**config.mk**
```make
export PLATFORM = sky130hd
export DESIGN_NAME = reset_sequencer
export DESIGN_NICKNAME = d
export VERILOG_FILES = /design/src/rtl/reset_sequencer.sv
export SDC_FILE = /design/constraint.sdc
export NUM_CORES = 1
export LEC_CHECK = 0
export ABC_CLOCK_PERIOD_IN_PS = 2570
export CORE_MARGIN = 4
export CORE_UTILIZATION = 40
export CTS_CLUSTER_SIZE = 30
export DETAILED_ROUTE_END_ITERATION = 6
export GPL_TIMING_DRIVEN = 0
export PLACE_DENSITY = 0.68
export REMOVE_ABC_BUFFERS = 1
export SLEW_MARGIN = 5
export SYNTH_ARGS = -nofsm -noshare
export SYNTH_HDL_FRONTEND = slang
export SYNTH_SLANG_ARGS = --single-unit
export TNS_END_PERCENT = 5
```
**constraint.sdc**
```tcl
create_clock -name clk -period 2.57 [get_ports clk]
set_input_delay 0.514 -clock clk [delete_from_list [all_inputs] [get_ports clk]]
set_output_delay 0.514 -clock clk [all_outputs]
set_load 0.01 [all_outputs]
```
**src/rtl/reset_sequencer.sv**
```systemverilog
// reset_sequencer: staged reset-release controller.
// Holds all resets while any reset source is active, then releases the
// peripheral, memory and CPU resets in order, waiting on the memory
// initialiser between the last two. Records the cause of the last reset.
// Optional feature macro: WATCHDOG_EN (adds a RUN-state watchdog that
// raises a reset source when it is not kicked within WDT_CYCLES).
module reset_sequencer #(
    parameter int HOLD_CYCLES  = 16,
    parameter int STAGE_CYCLES = 8,
    parameter int MEM_TIMEOUT  = 1024,
    parameter int WDT_CYCLES   = 1048576
) (
    input  logic       clk,
    input  logic       resetn,
    input  logic       por_reset,
    input  logic       ext_reset,
    input  logic       sw_reset_req,
    input  logic       mem_init_done,
    input  logic       wdt_kick,
    output logic       periph_reset,
    output logic       mem_reset,
    output logic       cpu_resetn,
    output logic       sys_ready,
    output logic [3:0] reset_cause,
    output logic       mem_timeout
);

    // One counter is shared by HOLD, PERIPH and MEM, so it is sized for
    // the largest of the three intervals.
    localparam int MAX_HS  = (HOLD_CYCLES > STAGE_CYCLES) ? HOLD_CYCLES : STAGE_CYCLES;
    localparam int CNT_MAX = (MAX_HS > MEM_TIMEOUT) ? MAX_HS : MEM_TIMEOUT;
    localparam int CNT_W   = $clog2(CNT_MAX);

    localparam logic [CNT_W-1:0] HOLD_LOAD  = CNT_W'(HOLD_CYCLES - 1);
    localparam logic [CNT_W-1:0] STAGE_LOAD = CNT_W'(STAGE_CYCLES - 1);
    localparam logic [CNT_W-1:0] MEM_LOAD   = CNT_W'(MEM_TIMEOUT - 1);
    localparam logic [CNT_W-1:0] CNT_ONE    = CNT_W'(1);

    localparam logic [2:0] ST_HOLD   = 3'd0;
    localparam logic [2:0] ST_PERIPH = 3'd1;
    localparam logic [2:0] ST_MEM    = 3'd2;
    localparam logic [2:0] ST_CPU    = 3'd3;
    localparam logic [2:0] ST_RUN    = 3'd4;

    logic [2:0]       state;
    logic [CNT_W-1:0] cnt;
    logic             wdt_expire;
    logic [3:0]       src_bits;
    logic             src;

`ifdef WATCHDOG_EN
    localparam int               WDT_W    = $clog2(WDT_CYCLES);
    localparam logic [WDT_W-1:0] WDT_LOAD = WDT_W'(WDT_CYCLES - 1);
    localparam logic [WDT_W-1:0] WDT_ONE  = WDT_W'(1);

    logic [WDT_W-1:0] wdt_cnt;
    logic             wdt_pulse;

    // Watchdog interval counter: runs only in RUN, reloads on kick, and
    // emits a one-cycle pulse after counting down to zero unkicked.
    always_ff @(posedge clk or negedge resetn) begin
        if (!resetn) begin
            wdt_cnt   <= WDT_LOAD;
            wdt_pulse <= 1'b0;
        end else if (state != ST_RUN) begin
            wdt_cnt   <= WDT_LOAD;
            wdt_pulse <= 1'b0;
        end else if (wdt_kick) begin
            wdt_cnt   <= WDT_LOAD;
            wdt_pulse <= 1'b0;
        end else if (wdt_cnt == '0) begin
            wdt_cnt   <= WDT_LOAD;
            wdt_pulse <= 1'b1;
        end else begin
            wdt_cnt   <= wdt_cnt - WDT_ONE;
            wdt_pulse <= 1'b0;
        end
    end

    // A pulse left over as the sequencer drops out of RUN for another
    // reason must not count as a second, watchdog-caused reset.
    assign wdt_expire = wdt_pulse & (state == ST_RUN);
`else
    logic unused_wdt;

    assign wdt_expire = 1'b0;
    assign unused_wdt = ^{wdt_kick, (WDT_CYCLES > 0)};
`endif

    assign src_bits = {wdt_expire, sw_reset_req, ext_reset, por_reset};
    assign src      = |src_bits;

    // Sequencer FSM with registered reset outputs, cause log and timeout flag.
    always_ff @(posedge clk or negedge resetn) begin
        if (!resetn) begin
            state        <= ST_HOLD;
            cnt          <= HOLD_LOAD;
            periph_reset <= 1'b1;
            mem_reset    <= 1'b1;
            cpu_resetn   <= 1'b0;
            sys_ready    <= 1'b0;
            reset_cause  <= 4'b0001;
            mem_timeout  <= 1'b0;
        end else if (state == ST_HOLD) begin
            // Accumulate every source seen during the hold window.
            reset_cause <= reset_cause | src_bits;
            if (src) begin
                cnt <= HOLD_LOAD;
            end else if (cnt == '0) begin
                state        <= ST_PERIPH;
                cnt          <= STAGE_LOAD;
                periph_reset <= 1'b0;
            end else begin
                cnt <= cnt - CNT_ONE;
            end
        end else if (src) begin
            // A new source outranks every other transition outside HOLD.
            state        <= ST_HOLD;
            cnt          <= HOLD_LOAD;
            periph_reset <= 1'b1;
            mem_reset    <= 1'b1;
            cpu_resetn   <= 1'b0;
            sys_ready    <= 1'b0;
            reset_cause  <= src_bits;
        end else begin
            case (state)
                ST_PERIPH: begin
                    if (cnt == '0) begin
                        state     <= ST_MEM;
                        cnt       <= MEM_LOAD;
                        mem_reset <= 1'b0;
                    end else begin
                        cnt <= cnt - CNT_ONE;
                    end
                end
                ST_MEM: begin
                    // Done wins over a timeout expiring on the same edge.
                    if (mem_init_done) begin
                        state      <= ST_CPU;
                        cpu_resetn <= 1'b1;
                    end else if (cnt == '0) begin
                        state       <= ST_CPU;
                        cpu_resetn  <= 1'b1;
                        mem_timeout <= 1'b1;
                    end else begin
                        cnt <= cnt - CNT_ONE;
                    end
                end
                ST_CPU: begin
                    state     <= ST_RUN;
                    sys_ready <= 1'b1;
                end
                ST_RUN: begin
                    state <= ST_RUN;
                end
                default: begin
                    // Unused encodings fall back into a full reset hold.
                    state        <= ST_HOLD;
                    cnt          <= HOLD_LOAD;
                    periph_reset <= 1'b1;
                    mem_reset    <= 1'b1;
                    cpu_resetn   <= 1'b0;
                    sys_ready    <= 1'b0;
                end
            endcase
        end
    end

endmodule
```
==> run metrics <==
outcome completed; most common flop cell mapped by yosys dfrtp_1; Multi-input gate area 651.9 um2; unrepaired setup endpoints after global routing no; most common cell after layout, fill and taps aside dfrtp_1; HP Class reg -> reg; initial DRC count 73; Synth Instances 122; CTS tree built; FF/Latch Area 534.3 um2; via/cell ratio 5.873; min Tclk post-route 2.477 ns; Initial Util 43.46%; clock network power share 29.5%; initial antenna violation count 0; layout cells sized above 1 21.64%; hold_sp mem_timeout; Clk Latency, worst-skew pair 0.31 ns; First-pass DRT Iterations 4; Overall Power around 0.54 mW; first-pass GRT wire length 4.174 mm; fraction of registers with async set/reset 100.0%; Post-route DRC 0; clock-pin slew on the worst setup and hold paths 0.12 ns; GPL Wtd Cong a little under 0.8; routed wire length per instance between 10 and 15 um; internal cell power 0.4120 mW; Fmax slightly above 0.4 GHz; EDFF count, synth 0; vias in the first global route 914; Syn Area/Cell 10.16 um2; Combinational Power Share just under 8%; total number of yosys warnings 0; critical path capture point type register; Switching Power between 0.1 and 0.15 mW; maximum root-to-sink buffer count 2; count of final setup violators 0; H-tree depth 1; R2R depth 5; clock sink count 21; Routed Wire Length between 2 and 2.5 mm; crit-path max FO 17; GR Overflow Total 0; Seq/Total Area, Yosys between 40% and 50%; PwrDens 382.1 mW/mm2; core area roughly 0.0029 mm2; endpoints failing hold 0; DR vias 969; FF+latch count, synth 21; CP arrival 2.68 ns; startpoint types primary input; die width ~64 um; skew final 0.004785 ns; NumNets Final roughly 140; die area 0.004055 mm2; post-synth design cell area 0.001240 mm2; Req. time, crit path approximately 2.8 ns; maximum vdd drop ~0.42 mV; most frequent cells in the layout dfrtp_1, clkdlybuf4s50_1, nor2_1, a21oi_1, dfstp_2; critical path launch point ext_reset; Max-Cap Viols 0; period utilization 96.37%; root buffer cell clkbuf_4; sw frac 23.25%; worst slew pin tran 0.9127 ns; io pins 16; Die Ht about 64 um; Worst slew margin between 30 and 40%; sequential fraction of design power 62.7%; reg-to-reg startpoint state[2]; post-synthesis cell type count 45; pin count of the biggest net entering global routing 22; I/O Buffers 13; count of pins over their slew limit 0; CP Class in -> reg; Leak Pwr around 0.60 nW; Detail Placement HPWL 1.848 mm; ANT nets after route 0; cts bufs inserted 3; layout filler cell count 276; Util after Layout around half; Area Growth Syn to Fin 13.32%; Total GRT Usage approximately 13%; antenna fix cells 0; Min-Delay Path Depth 1; Site Rows 19
power by group through the flow:
stage / logic (mW) / registers, mW / clock network [mW]
2_1_floorplan: 0.0182 / 0.343 / 0
3_3_place_gp: 0.0415 / 0.343 / 0
3_5_place_dp: 0.0423 / 0.343 / 0
4_1_cts: 0.0427 / 0.337 / 0.170
5_1_grt: 0.0464 / 0.338 / 0.185
6_report: 0.0418 / 0.337 / 0.158
state kept, by name, indices dropped and copies added (netlist names):
register and flops:
cnt 10, cpu_resetn 1, mem_reset 1, mem_timeout 1
periph_reset 1, reset_cause 3, state 3, sys_ready 1
timing repair:
item                       CTS  global route
setup endpoints to repair    0            10
gates resized for setup      0             1
hold buffers                 0             0
setup buffers                0             0
cell families (layout without fill, tap and decap cells):
| logic type | Yosys count | after routing | synth area share, % |
|---|---|---|---|
| AO/OA/AOI/OAI | 41 | 41 | 26.44 |
| adder cells (fa/ha/maj) | 1 | 1 | 1.009 |
| buffers and inverters | 11 | 23 | 4.844 |
| flip-flops | 21 | 21 | 43.09 |
| multiplexers | 2 | 2 | 1.615 |
| other | 1 | 1 | 0.3024 |
| AND/OR/NAND/NOR | 45 | 45 | 22.71 |
final timing paths:
path / to / slack [ns]
max: cnt[5] / 0.09
min: mem_timeout / 0.48
max reg2reg: cnt[5] / 0.33
min reg2reg: mem_timeout / 0.48
max in group asynchronous: cnt[4] / 1.31
min in group asynchronous: state[2] / 0.71
synth_stat cells (2+ instances only):
| cell type | instances | area, um2 |
|---|---|---|
| o22a_1 | 5 | 43.79 |
| nor2_1 | 12 | 45.04 |
| a21oi_1 | 10 | 50.05 |
| o21bai_1 | 2 | 15.01 |
| inv_1 | 6 | 22.52 |
| o21ai_0 | 5 | 25.02 |
| nand2b_1 | 2 | 12.51 |
| mux2i_1 | 2 | 20.02 |
| a21o_1 | 3 | 22.52 |
| a21o_4 | 2 | 30.03 |
| or4_1 | 2 | 15.01 |
| nor4_4 | 2 | 42.54 |
| buf_6 | 2 | 22.52 |
| dfrtp_1 | 14 | 350.3 |
| or2_4 | 2 | 17.52 |
| nor3_1 | 6 | 30.03 |
| nand2_1 | 6 | 22.52 |
| nand3_1 | 2 | 10.01 |
| o2bb2ai_2 | 2 | 30.03 |
| nand3b_1 | 2 | 15.01 |
| clkbuf_1 | 2 | 7.510 |
| a31oi_1 | 2 | 12.51 |
| dfstp_2 | 7 | 183.9 |
per-layer routing:
metal  share of wire [%]  track usage (%)  vias up
li1                    -                -      477
met1                  48            16.17      468
met2                  46            21.25       20
met3                 5.0            4.263        4
met4                0.69            2.426        0
met5                   0                0        -
stage by stage:
| stage | hold slack (ns) | cell area [um2] | std cells | worst slack, ns | TNS [ns] |
|---|---|---|---|---|---|
| global placement | 0.4390 | 1371 | 161 | -0.2137 | -1.749 |
| finish | 0.4763 | 1405 | 165 | 0.09321 | 0 |
| detailed placement | 0.4629 | 1371 | 161 | -0.2206 | -1.858 |
| floorplan | 0.2184 | 1202 | 117 | 0.4440 | 0 |
| CTS | 0.4871 | 1399 | 165 | 0.1086 | 0 |
| global route | 0.5116 | 1405 | 165 | 0.01222 | 0 |
area by class of cell:
cell class              count  area share (%)
clock buffers               3           1.603
inverters                   6           1.603
clock inverters             1          0.3562
well taps                  31           2.760
flip-flops and latches     21           38.02
repair buffers             13           9.261
multi-input cells          90           46.39
critical path, stage by stage:
cell	delay, ns
clkdlybuf4s50_1	0.46
or4_1	0.73
or2_4	0.33
o21bai_4	0.34
a21oi_1	0.09
o22a_1	0.21
(Power assumes the default switching activity.)
==> patch 1 (config.mk and constraints unchanged) <==
Set the parameter `STAGE_CYCLES` to 4 (it was 8).
--- a/src/rtl/reset_sequencer.sv
+++ b/src/rtl/reset_sequencer.sv
@@ -6,7 +6,7 @@
 // raises a reset source when it is not kicked within WDT_CYCLES).
 module reset_sequencer #(
     parameter int HOLD_CYCLES  = 16,
-    parameter int STAGE_CYCLES = 8,
+    parameter int STAGE_CYCLES = 4,
     parameter int MEM_TIMEOUT  = 1024,
     parameter int WDT_CYCLES   = 1048576
 ) (
Function: no difference found for any inputs over 10 cycles, from zero or initial values and one cycle with resetn low; that may be too few to reach the edited logic, so the function may still have changed.
==> patch 1 against the original RTL <==
- sequential cell count stayed put
- power barely moved
- cell count rose by 12%
- sequential share of layout area down 0.27 points
- clock skew rose by 6.9 ps
- routed wire length is 1.2% lower
- cell area rose by 0.71%
- synthesized area grew 0.71%
- register-to-register slack improved by 40 ps
- setup slack gained 190 ps
- first-iteration DRC count decreased by 32%
- maximum frequency rose by 8.4%
==> patch 1: results (changes against the original RTL) <==
- The multi-input combinational gate total was 97 (was 90).
- The logic depth of the worst register-to-register path is 6 (was 5).
- The number of distinct library cells after synthesis is 46 (was 45).
- The number of placed instances with taps included is 181 (was 161).
- The data arrival at the endpoint of the critical path is 2520 ps (was 2680 ps).
- The final-layout non-clock buffer area share is 9.20% (was 9.26%).
- The mean post-synth cell area is 9.53 µm² (was 10.2 µm²).
- The highest ir drop seen on vdd is 0.282 mV (was 0.415 mV).
- The via total after detailed routing came to 989 (was 969).
- The part of the power in the clock network was 29.6% (was 29.5%).
- The final layout net count was 150 (was 143).
- The fraction of final layout cells with drive strength greater than 1 came to 15.6% (was 21.6%).
- The met1 global-route usage is 17.1% (was 16.2%).
- The total combinational power is 0.0412 mW (was 0.0418 mW).
- Cells taking the most area after synthesis: sky130_fd_sc_hd__dfrtp_1, sky130_fd_sc_hd__dfstp_2, sky130_fd_sc_hd__a21oi_1 (unchanged).
- Status: finished clean (unchanged).
- The sequential cell area share came to 37.8% (was 38.0%).
- The switching power as a share of total power is 23.0% (was 23.3%).
- The clock buffer instance count of the final layout is 4 (was 3).
- The transition at the pin with the smallest max-transition slack came to 918 ps (was 913 ps).
- The number of global-route vias before repair is 949 (was 914).
- The initial detailed-routing violation count came to 50 (was 73).
- The met3 routing resource usage after global routing is 4.22% (was 4.26%).
- The overall global routing resource usage is 13.3% (was 12.8%).
- The overall die width is 63.9 µm (was 63.7 µm).
- Top cells by count, synth: sky130_fd_sc_hd__dfrtp_1, sky130_fd_sc_hd__a21oi_1, sky130_fd_sc_hd__nor2_1, sky130_fd_sc_hd__nand2_1, sky130_fd_sc_hd__o21ai_0 (was sky130_fd_sc_hd__dfrtp_1, sky130_fd_sc_hd__nor2_1, sky130_fd_sc_hd__a21oi_1, sky130_fd_sc_hd__dfstp_2).
- The leakage component of the power came to 0.577 nW (was 0.599 nW).
## patch 1: cell types whose count changed after synthesis, moves of 3 or more
cell                        unedited run  this run
sky130_fd_sc_hd__nand2_1               6        10
sky130_fd_sc_hd__o21ai_0               5         9
sky130_fd_sc_hd__a21oi_1              10        13
sky130_fd_sc_hd__nor3_1                6         3
sky130_fd_sc_hd__o22a_1                5         2
sky130_fd_sc_hd__o2bb2ai_1             0         3
## patch 1: final timing paths
kind	from	endpoint	slack, ps
hold / removal	mem_timeout	mem_timeout	470
hold reg to reg	mem_timeout	mem_timeout	470
min in group asynchronous	resetn	mem_timeout	710
max in group asynchronous	resetn	cnt[6]	1290
setup reg to reg	cnt[0]	cnt[3]	370
setup / recovery	ext_reset	cnt[9]	290
## patch 1: kinds of logic (layout without fill, tap and decap cells)
group           after synthesis  count (layout)  synth area share, %
flops                        21              21                 42.8
buf+inv                      13              23                 6.01
compound gates               43              43                 22.5
other cells                   1               1                0.300
simple gates                 52              52                 27.4
fa+ha+maj                     1               1                 1.00
==> patch 2 (same settings) <==
Made on the original files. Put one more register stage on the output `mem_timeout`. The value now appears one clock later. The other outputs are not delayed to match.
--- a/src/rtl/reset_sequencer.sv
+++ b/src/rtl/reset_sequencer.sv
@@ -41,6 +41,8 @@
     localparam logic [2:0] ST_MEM    = 3'd2;
     localparam logic [2:0] ST_CPU    = 3'd3;
     localparam logic [2:0] ST_RUN    = 3'd4;
+
+    logic mem_timeout_s0;
 
     logic [2:0]       state;
     logic [CNT_W-1:0] cnt;
@@ -100,7 +102,7 @@
             cpu_resetn   <= 1'b0;
             sys_ready    <= 1'b0;
             reset_cause  <= 4'b0001;
-            mem_timeout  <= 1'b0;
+            mem_timeout_s0 <= 1'b0;
         end else if (state == ST_HOLD) begin
             // Accumulate every source seen during the hold window.
             reset_cause <= reset_cause | src_bits;
@@ -141,7 +143,7 @@
                     end else if (cnt == '0) begin
                         state       <= ST_CPU;
                         cpu_resetn  <= 1'b1;
-                        mem_timeout <= 1'b1;
+                        mem_timeout_s0 <= 1'b1;
                     end else begin
                         cnt <= cnt - CNT_ONE;
                     end
@@ -166,4 +168,8 @@
         end
     end
 
+    always_ff @(posedge clk) begin
+        mem_timeout <= mem_timeout_s0;
+    end
+
 endmodule
Function: same outputs for any inputs over 10 cycles, from zero or initial values and one cycle with resetn low; that may be too few to reach the edited logic, so the function may still have changed.
==> patch 2 against the original RTL <==
- routed wire length rose by 2.8%
- synthesized area decreased by 0.50%
- power grew 15%
- non-clock buffer count unchanged
- cell area is 0.27% higher
- sequential share of layout area is 1.3 points higher
- sequential power increased by 8.0%
- sequential cell count grew 1
- cell count up 4.8%
- setup slack gained 140 ps
- via count is 2.9% higher
- highest routed layer unchanged
==> patch 2: results (changes against the original RTL) <==
- The data arrival at the endpoint of the critical path is 2570 ps (was 2680 ps).
- Largest registers ranked by flip-flop count: cnt (10), reset_cause (3), state (3) (unchanged).
- The tightest slew margin relative to the limit is 38.2% (was 39.0%).
- The total met2 wirelength after detailed routing is 1250 µm (was 1140 µm).
- Cells taking the most area after synthesis: sky130_fd_sc_hd__dfrtp_1, sky130_fd_sc_hd__dfstp_2, sky130_fd_sc_hd__a21oi_1 (unchanged).
- The overall global routing resource usage is 13.6% (was 12.8%).
- The worst hold margin is 386 ps (was 476 ps).
- The number of standard cells after synthesis is 132 (was 122).
- The area fraction of the dominant cell type after synthesis was 28.4% (was 28.3%).
- The TritonCTS buffer count is 3 (unchanged).
- The leakage component of the power was 0.548 nW (was 0.599 nW).
- The initial detailed-routing violation count came to 51 (was 73).
- The reg2reg setup slack is 280 ps (was 330 ps).
- The relative contribution of sequential cells to total power came to 58.9% (was 62.7%).
- The maximum fanout along the worst path is 10 (was 17).
- The final routed wirelength across all metal layers is 2530 µm (was 2460 µm).
- The via total after detailed routing came to 997 (was 969).
- The largest incremental delay on the critical path came to 700 ps (was 730 ps).
- The power attributed to sequential cells was 0.364 mW (was 0.337 mW).
- The total combinational power is 0.0654 mW (was 0.0418 mW).
- The first-pass GRT wire length is 4480 µm (was 4170 µm).
- The number of placed instances with taps included was 169 (was 161).
- The final layout net count was 151 (was 143).
- The global routing met2 resource utilization is 23.1% (was 21.3%).
- The cell class contributing the biggest share of worst-path delay is simple AND/OR/NAND/NOR gates (unchanged).
- Top cells by count, synth: sky130_fd_sc_hd__dfrtp_1, sky130_fd_sc_hd__a21oi_1, sky130_fd_sc_hd__nand2_1, sky130_fd_sc_hd__nor2_1, sky130_fd_sc_hd__inv_1 (was sky130_fd_sc_hd__dfrtp_1, sky130_fd_sc_hd__nor2_1, sky130_fd_sc_hd__a21oi_1, sky130_fd_sc_hd__dfstp_2).
- The net load switching power was 0.141 mW (was 0.125 mW).
- The routed length on met1 was 1150 µm (was 1180 µm).
- The fraction of final layout cells with drive strength greater than 1 came to 16.2% (was 21.6%).
- The worst path setup slack after routing is 236 ps (was 93.2 ps).
- The met3 routing resource usage after global routing is 2.31% (was 4.26%).
- Status: finished clean (unchanged).
- The wire length on met3 is 99 µm (was 124 µm).
- The placed instance area is 1370 µm² (about the same).
- The buffer depth of the longest clock path was 2 (unchanged).
- The worst slack at placement came to -158 ps (was -221 ps).
- The highest ir drop seen on vdd is 0.139 mV (was 0.415 mV).
- The worst min-delay path class is reg -> reg (unchanged).
- The last weighted congestion value of the routability-driven placer came to 0.752 (was 0.794).
- The met1 global-route usage is 17.3% (was 16.2%).
- The number of port buffers was 13 (unchanged).
- The number of distinct library cells after synthesis is 43 (was 45).
- The sequential fraction of the synthesis area was 44.9% (was 43.1%).
- The detailed-route vias per instance is 5.76 (was 5.87).
- The async set or reset register ratio after synthesis is 95.5% (was 100%).
- The worst setup skew after layout is 1.33 ps (was 4.79 ps).
- The total of fill cells in the finished design is 273 (was 276).
- The post-detailed-placement half-perimeter wirelength is 1870 µm (was 1850 µm).
-- patch 2: final timing paths --
check	to	cells after the start	startpoint
min in group asynchronous	state[1]	1	resetn
hold / removal	mem_timeout	0	mem_timeout_s0
max in group asynchronous	state[2]	1	resetn
hold reg to reg	mem_timeout	0	mem_timeout_s0
setup / recovery	cnt[2]	6	ext_reset
setup reg to reg	cnt[2]	7	cnt[1]
-- patch 2: logic make-up after synthesis --
logic type,synth area share [%]
flip-flops,44.9
other,0.304
buffers and inverters,5.17
AO/OA/AOI/OAI,26.3
adder cells (fa/ha/maj),1.01
AND/OR/NAND/NOR,22.3
-- patch 2: final cells by class --
type                            count  area [µm²]  share of cell area [%]
Clock buffer                        4        36.3                    2.58
Inverter                            8        30.0                    2.13
Multi-Input combinational cell     95         619                    44.0
Sequential cell                    22         554                    39.3
Tap cell                           31        38.8                    2.75
Timing Repair Buffer               13         130                    9.24
-- patch 2: timing repair --
item                       CTS  global route
resized for setup            0             1
buffers inserted             0             0
setup endpoints to repair    0             2
